===== src/rtl/iro_sequencer.sv =====
// Run sequencer for an inverted ring oscillator: serial seed load, gated edge counting,
// and phase capture, all on bclk with the ring's async outputs brought in through synchronisers.
module iro_sequencer #(
    parameter int N_STAGES    = 25,
    parameter int N_PHASES    = 16,
    parameter int SEL_W       = 4,
    parameter int CNT_W       = 16,
    parameter int GATE_W      = 16,
    parameter int HOLD_CYCLES = 4
) (
    input  logic                bclk,
    input  logic                rst_n,
    input  logic                bvalid,
    input  logic                bdat,
    input  logic                start,
    input  logic                abort,
    input  logic [SEL_W-1:0]    n_stages,
    input  logic [GATE_W-1:0]   gate_len,
    input  logic [N_PHASES-1:0] ro_phases,
    input  logic                ro_tap,
    output logic                ro_enable,
    output logic                ro_hold,
    output logic [N_STAGES-1:0] ro_seed,
    output logic [SEL_W-1:0]    ro_n_stages,
    output logic                seed_full,
    output logic                busy,
    output logic                done,
    output logic [CNT_W-1:0]    edge_count,
    output logic [N_PHASES-1:0] phase_snap
);

    localparam int LC_W = $clog2(N_STAGES + 1);
    localparam logic [LC_W-1:0]   LOAD_FULL = LC_W'(N_STAGES);
    localparam logic [GATE_W-1:0] HOLD_LAST = GATE_W'(HOLD_CYCLES - 1);
    localparam logic [CNT_W-1:0]  CNT_MAX   = {CNT_W{1'b1}};

    typedef enum logic [2:0] {
        ST_IDLE = 3'd0,
        ST_ARM  = 3'd1,
        ST_RUN  = 3'd2,
        ST_HOLD = 3'd3,
        ST_DONE = 3'd4
    } state_t;

    state_t               state_q, state_d;
    logic [N_STAGES-1:0]  seed_q, seed_d;
    logic [LC_W-1:0]      load_cnt_q, load_cnt_d;
    logic [SEL_W-1:0]     sel_q, sel_d;
    logic [GATE_W-1:0]    gate_q, gate_d;
    logic [GATE_W-1:0]    timer_q, timer_d;
    logic [CNT_W-1:0]     cnt_q, cnt_d;
    logic                 tap_s1_q, tap_s1_d;
    logic                 tap_s2_q, tap_s2_d;
    logic                 tap_s3_q, tap_s3_d;
    logic [N_PHASES-1:0]  ph_s1_q, ph_s1_d;
    logic [N_PHASES-1:0]  ph_s2_q, ph_s2_d;
    logic [CNT_W-1:0]     edge_count_q, edge_count_d;
    logic [N_PHASES-1:0]  phase_snap_q, phase_snap_d;

    logic start_ok;
    logic tap_rise;

    assign start_ok = (state_q == ST_IDLE) && start && !abort;
    assign tap_rise = tap_s2_q & ~tap_s3_q;

    always_comb begin
        state_d      = state_q;
        seed_d       = seed_q;
        load_cnt_d   = load_cnt_q;
        sel_d        = sel_q;
        gate_d       = gate_q;
        timer_d      = timer_q;
        cnt_d        = cnt_q;
        edge_count_d = edge_count_q;
        phase_snap_d = phase_snap_q;

        tap_s1_d = ro_tap;
        tap_s2_d = tap_s1_q;
        tap_s3_d = tap_s2_q;
        ph_s1_d  = ro_phases;
        ph_s2_d  = ph_s1_q;

        unique case (state_q)
            ST_IDLE: begin
                if (bvalid) begin
                    seed_d = {seed_q[N_STAGES-2:0], bdat};
                    if (load_cnt_q != LOAD_FULL) begin
                        load_cnt_d = load_cnt_q + LC_W'(1);
                    end
                end
                if (start_ok) begin
                    state_d    = ST_ARM;
                    load_cnt_d = '0;
                    sel_d      = n_stages;
                    // A zero gate still gives a one-cycle window.
                    gate_d     = (gate_len == '0) ? GATE_W'(1) : gate_len;
                    cnt_d      = '0;
                    timer_d    = '0;
                end
            end
            ST_ARM: begin
                state_d = ST_RUN;
                timer_d = '0;
            end
            ST_RUN: begin
                if (tap_rise && (cnt_q != CNT_MAX)) begin
                    cnt_d = cnt_q + CNT_W'(1);
                end
                if (timer_q == gate_q - GATE_W'(1)) begin
                    state_d = ST_HOLD;
                    timer_d = '0;
                end else begin
                    timer_d = timer_q + GATE_W'(1);
                end
            end
            ST_HOLD: begin
                if (timer_q == HOLD_LAST) begin
                    state_d      = ST_DONE;
                    edge_count_d = cnt_q;
                    phase_snap_d = ph_s2_q;
                end else begin
                    timer_d = timer_q + GATE_W'(1);
                end
            end
            ST_DONE: begin
                state_d = ST_IDLE;
            end
            default: begin
                state_d = ST_IDLE;
            end
        endcase

        // Abort wins over every transition and discards any capture in flight.
        if (abort && (state_q != ST_IDLE)) begin
            state_d      = ST_IDLE;
            edge_count_d = edge_count_q;
            phase_snap_d = phase_snap_q;
        end
    end

    always_ff @(posedge bclk or negedge rst_n) begin
        if (!rst_n) begin
            state_q      <= ST_IDLE;
            seed_q       <= '0;
            load_cnt_q   <= '0;
            sel_q        <= '0;
            gate_q       <= '0;
            timer_q      <= '0;
            cnt_q        <= '0;
            tap_s1_q     <= 1'b0;
            tap_s2_q     <= 1'b0;
            tap_s3_q     <= 1'b0;
            ph_s1_q      <= '0;
            ph_s2_q      <= '0;
            edge_count_q <= '0;
            phase_snap_q <= '0;
        end else begin
            state_q      <= state_d;
            seed_q       <= seed_d;
            load_cnt_q   <= load_cnt_d;
            sel_q        <= sel_d;
            gate_q       <= gate_d;
            timer_q      <= timer_d;
            cnt_q        <= cnt_d;
            tap_s1_q     <= tap_s1_d;
            tap_s2_q     <= tap_s2_d;
            tap_s3_q     <= tap_s3_d;
            ph_s1_q      <= ph_s1_d;
            ph_s2_q      <= ph_s2_d;
            edge_count_q <= edge_count_d;
            phase_snap_q <= phase_snap_d;
        end
    end

    assign ro_enable   = (state_q == ST_RUN) || (state_q == ST_HOLD);
    assign ro_hold     = (state_q == ST_HOLD);
    assign busy        = (state_q != ST_IDLE);
    assign done        = (state_q == ST_DONE);
    assign ro_seed     = seed_q;
    assign ro_n_stages = sel_q;
    assign seed_full   = (load_cnt_q == LOAD_FULL);
    assign edge_count  = edge_count_q;
    assign phase_snap  = phase_snap_q;

endmodule

===== config.mk =====
export PLATFORM = sky130hd
export DESIGN_NAME = iro_sequencer
export DESIGN_NICKNAME = d
export VERILOG_FILES = /design/src/rtl/iro_sequencer.sv
export SDC_FILE = /design/constraint.sdc
export NUM_CORES = 1
export LEC_CHECK = 0
export ABC_CLOCK_PERIOD_IN_PS = 3450
export CAP_MARGIN = 0
export CORE_ASPECT_RATIO = 0.5
export CORE_MARGIN = 5
export CORE_UTILIZATION = 30
export DETAILED_ROUTE_END_ITERATION = 10
export PLACE_DENSITY = 0.49
export REMOVE_ABC_BUFFERS = 1
export SYNTH_ARGS = -nofsm -noshare
export SYNTH_HDL_FRONTEND = slang
export SYNTH_SLANG_ARGS = --single-unit

===== constraint.sdc =====
create_clock -name bclk -period 3.45 [get_ports bclk]
set_input_delay 0.5175 -clock bclk [delete_from_list [all_inputs] [get_ports bclk]]
set_output_delay 0.5175 -clock bclk [all_outputs]
set_load 0.1 [all_outputs]

# After elaboration in Yosys (flattened, before gate mapping)
# Index checks and enable logic that the tools add are counted.
# word_totals
elab_cells	71
out_inout_bits	66
ff_bits	152
# classes
n_addsub	4
n_eq_ne	15
muxes	15
reduce_logical	20
bitwise_logic	3
# ops
operator	n
$mux W16	5
$pmux W16 S4	1
$add A16 B1 Y16 const B	2
$pmux W16 S2	1
$eq A16 B16 Y1	1
$eq A16 B2 Y1 const B	1
$logic_not A16 Y1	1
$ne A16 B16 Y1 const B	1
$sub A16 B1 Y16 const B	1
$mux W5	3
$reduce_and A3 Y1	5
$mux W3	4
$pmux W3 S4	1
$eq A3 B2 Y1 const B	2
$ne A2 B2 Y1 const B	3
$reduce_bool A2 Y1	3
$add A5 B1 Y5 const B	1
$eq A5 B5 Y1 const B	1
$ne A5 B5 Y1 const B	1
$logic_and A1 B1 Y1	4
$reduce_and A2 Y1	2
$reduce_bool A4 Y1	1
$eq A3 B1 Y1 const B	1
$eq A3 B3 Y1 const B	1
other kinds (9)	10

# Logic depth before layout (Yosys ltp)
# logic_depth
ltp_word	6
ltp_mapped	11

# Worst setup path before layout
# No wires, ideal clock.
# synth_path
path_type	reg-to-reg
from	register state_q[0]
to	register seed_q[10], in the netlist ro_seed[10]
setup_slack_ps	627
required_ps	3324
path_stages_with_launch	7
n_path_buf	3
t_arrival_ps	2697
path_cell_list	dfrtp_1 clkbuf_1 or3_1 clkbuf_1 nor2_1 clkbuf_1 mux2_2
# synth_via
elab_chain_cells	2
# synth_lines
element	line	source
start: declaration	45	state_t state_q, state_d;
start signal: assignment	158	state_q <= state_d;
$logic_not A3 Y1	83	unique case (state_q)
$reduce_and A2 Y1 (no line)	-	
end signal: assignment	144	seed_q <= '0;
end signal: assignment	159	seed_q <= seed_d;
end: declaration	46	logic [N_STAGES-1:0] seed_q, seed_d;
# No other way between the ends.
# A chain may end at the register's enable or synchronous reset.

# Worst setup path in the final report
# layout_path
from	register gate_q[2]
to	register timer_q[9]
# layout_via
elab_chain_cells	4
# layout_lines
element	line	source
start: declaration	49	logic [GATE_W-1:0] gate_q, gate_d;
start signal: assignment	162	gate_q <= gate_d;
$sub A16 B1 Y16	109	if (timer_q == gate_q - GATE_W'(1)) begin
$eq A16 B16 Y1	109	
$mux W16	109	
$pmux W16 S4	83	
end signal: assignment	163	timer_q <= timer_d;
end: declaration	50	logic [GATE_W-1:0] timer_q, timer_d;
# No other way between the ends.

==> implementation parameters <==
Parameter                              Value

Status
  Run status ... complete, no violations

Yosys
  Fraction of post-synthesis cell area in the top cell type by area ... 0.585
  EDFF count, synth ... 0
  Mapped Avg Cell Area ... 10.8 um^2
  Yosys top cell by area ... sky130_fd_sc_hd__dfrtp_1
  Number of warnings reported in the yosys synthesis log ... 0
  Synth Instances ... 602
  Register area share after synthesis ... 0.585
  Netlist Area Pre-Place ... 6500 um^2
  Top area cells in the synthesized netlist ... sky130_fd_sc_hd__dfrtp_1 (59%), sky130_fd_sc_hd__mux2_2 (7.1%), sky130_fd_sc_hd__nand2_1 (6.9%), sky130_fd_sc_hd__xnor2_1 (3.5%), sky130_fd_sc_hd__nor2_1 (2.8%)
  Synth Flop Type ... sky130_fd_sc_hd__dfrtp_1
  Yosys reg bits ... 152
  Asr flop ratio synth ... 1.00
  Count of unique library cells instantiated by Yosys ... 60

Worst setup path
  Sum of buffers and inverters on the critical path ... 0
  CP Capture Type ... flop
  Reg-to-Reg End ... timer_q[9]
  Reg-to-reg startpoint ... gate_q[2]
  Setup crit start kind ... flop
  Critical Path RT ... 3780 ps
  Family of cells with the greatest summed delay on the critical path ... simple AND/OR/NAND/NOR gates
  Cell-by-cell listing of the critical path ... or4_1 -> nor3_1 -> mux2i_1 -> o22ai_1 -> and4_4 -> a21oi_4 -> nand3_2 -> o311ai_2
  Critical path's slowest cell ... sky130_fd_sc_hd__or4_1
  Largest incremental delay on the critical path ... 700 ps
  CP max FO ... 9
  Critical path start-end classification ... flop to flop
  R2R depth ... 8
  Register-to-register setup slack ... 680 ps
  WP data arrival ... 3090 ps

STA
  Clock skew after layout ... 12.8 ps
  Setup slack of the critical path after layout ... 684 ps
  Slew at the pin closest to its max-slew limit ... 1020 ps
  Number of setup violations in the final report ... 0
  Unrepaired setup endpoints after global routing ... false
  Fin. max-slew vios ... 0
  Max frequency ... 362 MHz
  Final Hold Vio Count ... 0
  Setup TNS Final ... 0 ps
  Shortest period the worst path allows ... 2770 ps
  Slew Limit Headroom ... 0.315
  Tcrit/Tclk final ... 0.802

Layout
  Share of the core filled with cells in the final layout ... 0.394
  Antenna cells ... 0
  Share of post-route cells with drive strength above 1 ... 0.143
  Signed area change from the synthesized netlist to the final layout ... 30.4%
  Final Non-Filler Cells ... 1018
  Final Net Count ... 754
  Filler Cells Inserted ... 2132

Clock tree
  Later-pin clock latency in the skew report ... 420 ps
  Num CTS Buffers ... 17
  Number of buffers on the longest clock path ... 2
  CTS resizes ... 0
  Number of post-CTS setup repair buffers ... 0
  Number of sinks handled by clock tree synthesis ... 152
  Clock tree root driver cell ... sky130_fd_sc_hd__clkbuf_16
  Post-CTS Hold Fix Bufs ... 0
  H-tree levels ... 4
  Clock-pin slew on the worst setup and hold paths ... 70 ps
  TritonCTS clock tree ... done

Global route
  Remaining global-route overflow ... 0
  Number of global-route vias before repair ... 4869
  Antenna violations before repair ... 0
  Largest net degree at the start of global routing ... 89
  Global-route wire length before repair ... 26000 um
  Total routing resource utilization after global routing ... 0.131

Place
  Pre-CTS setup slack ... 687 ps
  Placed Cells incl. Taps ... 987
  I/O Buffers ... 108
  Global placer's final weighted congestion ... 0.784
  HPWL after DPL ... 10800 um

Drt
  Avg Vias per Cell ... 4.49
  Wire length per cell ... 15.2 um
  Final wirelength ... 15500 um
  Drt pass-1 iters ... 4
  Antenna violation net count after detailed routing ... 0
  Total vias in the final route ... 4575
  Remaining DRCs ... 0
  1st-iter DRT viols ... 212

Hold path
  Kind of path behind the tightest hold check ... primary input to async pin

Power and ir drop
  Standby leakage power ... 3.78 nW
  Switching share of power ... 0.392
  Logic pwr share ... 0.315
  Sw Pwr ... 2.39 mW
  Maximum VDD drop ... 776 uV
  Sequential share of power ... 0.365
  Clk network pwr share ... 0.320
  Power density over the cells ... 720 nW/um^2
  Internal power component ... 3.71 mW

Floorplanning
  Area enclosed by the die boundary ... 24900 um^2
  Die Y-Extent ... 114 um
  Row cnt ... 38
  Top-Level Pins ... 109
  Core Area ... 21500 um^2
  Starting Density ... 0.302
  Die outline width ... 218 um

Flow run
  Number of violations of the max-capacitance limit ... 0
[metal layers]
metal / up-vias / share of wire / track usage
met5: - / 0 / 0
met1: 2278 / 0.45 / 0.168
met3: 7 / 0.031 / 0.0314
met4: 0 / 0.0098 / 0.0380
li1: 2236 / - / -
met2: 54 / 0.51 / 0.224
[final cells by class]
type | instances | area, um^2 | share of cell area
flip-flops and latches | 152 | 3800 | 0.449
multi-input cells | 405 | 2520 | 0.297
repair buffers | 114 | 1110 | 0.131
clock buffers | 19 | 443 | 0.0523
well taps | 300 | 375 | 0.0443
clock inverters | 12 | 166 | 0.0196
inverters | 16 | 60.1 | 0.00709
[through the flow]
| step | cell area [um^2] | hold WS (ps) | power (mW) |
|---|---|---|---|
| final | 8470 | 148 | 6.10 |
| after floorplan | 6380 | 222 | 3.66 |
| after detailed placement | 7870 | 335 | 4.19 |
| after global placement | 7870 | 332 | 4.19 |
| after CTS | 8470 | 191 | 6.19 |
| after global routing | 8470 | 231 | 6.39 |
[cells by family (layout without fill, tap and decap cells)]
kind of cell	after synthesis	in the layout	synth area share
buffers and inverters	45	161	0.0279
flip-flops	152	152	0.585
XOR/XNOR	45	45	0.0606
AND/OR/NAND/NOR	269	269	0.198
adder cells (fa/ha/maj)	5	5	0.00963
AO/OA/AOI/OAI	44	44	0.0462
multiplexers	42	42	0.0726
[state kept, by name (all words and copies together), names as in the netlist]
| register | cells |
|---|---|
| phase_snap | 16 |
| gate_q | 16 |
| tap_s1_q | 1 |
| edge_count | 16 |
| ro_seed | 25 |
| timer_q | 16 |
| load_cnt_q | 5 |
| cnt_q | 16 |
| tap_s2_q | 1 |
| state_q | 3 |
| ph_s2_q | 16 |
| ro_n_stages | 4 |
| tap_s3_q | 1 |
| ph_s1_q | 16 |
[Yosys cell counts, types with 3 or more instances]
library cell / instances
sky130_fd_sc_hd__buf_1: 3
sky130_fd_sc_hd__nor2b_1: 4
sky130_fd_sc_hd__and2_1: 5
sky130_fd_sc_hd__mux2_2: 41
sky130_fd_sc_hd__o21ai_0: 14
sky130_fd_sc_hd__clkbuf_1: 23
sky130_fd_sc_hd__nand2b_1: 5
sky130_fd_sc_hd__nand4_1: 11
sky130_fd_sc_hd__or3_1: 3
sky130_fd_sc_hd__nand3_1: 18
sky130_fd_sc_hd__a21oi_1: 9
sky130_fd_sc_hd__xnor2_1: 26
sky130_fd_sc_hd__nor3_1: 12
sky130_fd_sc_hd__nor4_1: 12
sky130_fd_sc_hd__dfrtp_1: 152
sky130_fd_sc_hd__xor2_1: 19
sky130_fd_sc_hd__or2_2: 4
sky130_fd_sc_hd__nand3b_1: 3
sky130_fd_sc_hd__nand2_1: 120
sky130_fd_sc_hd__a31oi_1: 3
sky130_fd_sc_hd__nor2_1: 49
sky130_fd_sc_hd__ha_1: 5
sky130_fd_sc_hd__and3_1: 5
sky130_fd_sc_hd__inv_1: 15
[power groups by stage]
stage	Combinational [mW]	Clock [mW]	Sequential (mW)
finish	1.92	1.95	2.22
global route	2.03	2.09	2.27
CTS	1.94	2.02	2.23
detailed placement	1.93	0	2.26
global placement	1.94	0	2.25
floorplan	0.470	0	3.19
[placed cells by master, fill, tap and decap left out, types with 11 or more instances in the layout]
cell type / n
sky130_fd_sc_hd__inv_1: 15
sky130_fd_sc_hd__nand4_1: 11
sky130_fd_sc_hd__mux2_2: 41
sky130_fd_sc_hd__clkbuf_16: 17
sky130_fd_sc_hd__nand3_1: 18
sky130_fd_sc_hd__clkdlybuf4s50_1: 99
sky130_fd_sc_hd__nand2_1: 120
sky130_fd_sc_hd__xor2_1: 19
sky130_fd_sc_hd__nor2_1: 47
sky130_fd_sc_hd__dfrtp_1: 152
sky130_fd_sc_hd__buf_4: 14
sky130_fd_sc_hd__nor3_1: 12
sky130_fd_sc_hd__xnor2_1: 26
sky130_fd_sc_hd__o21ai_0: 14
sky130_fd_sc_hd__nor4_1: 12
[worst max-delay path by stage]
stage / startpoint / end / cells past startpoint
after detailed placement: gate_q[2] / timer_q[9] / 8
after global placement: abort / timer_q[12] / 8
after floorplan: state_q[2] / load_cnt_q[2] / 6
after CTS: gate_q[2] / timer_q[9] / 8
after global routing: gate_q[2] / timer_q[15] / 8
final: gate_q[2] / timer_q[9] / 8
Note: power is estimated with default switching activity, not from simulation.
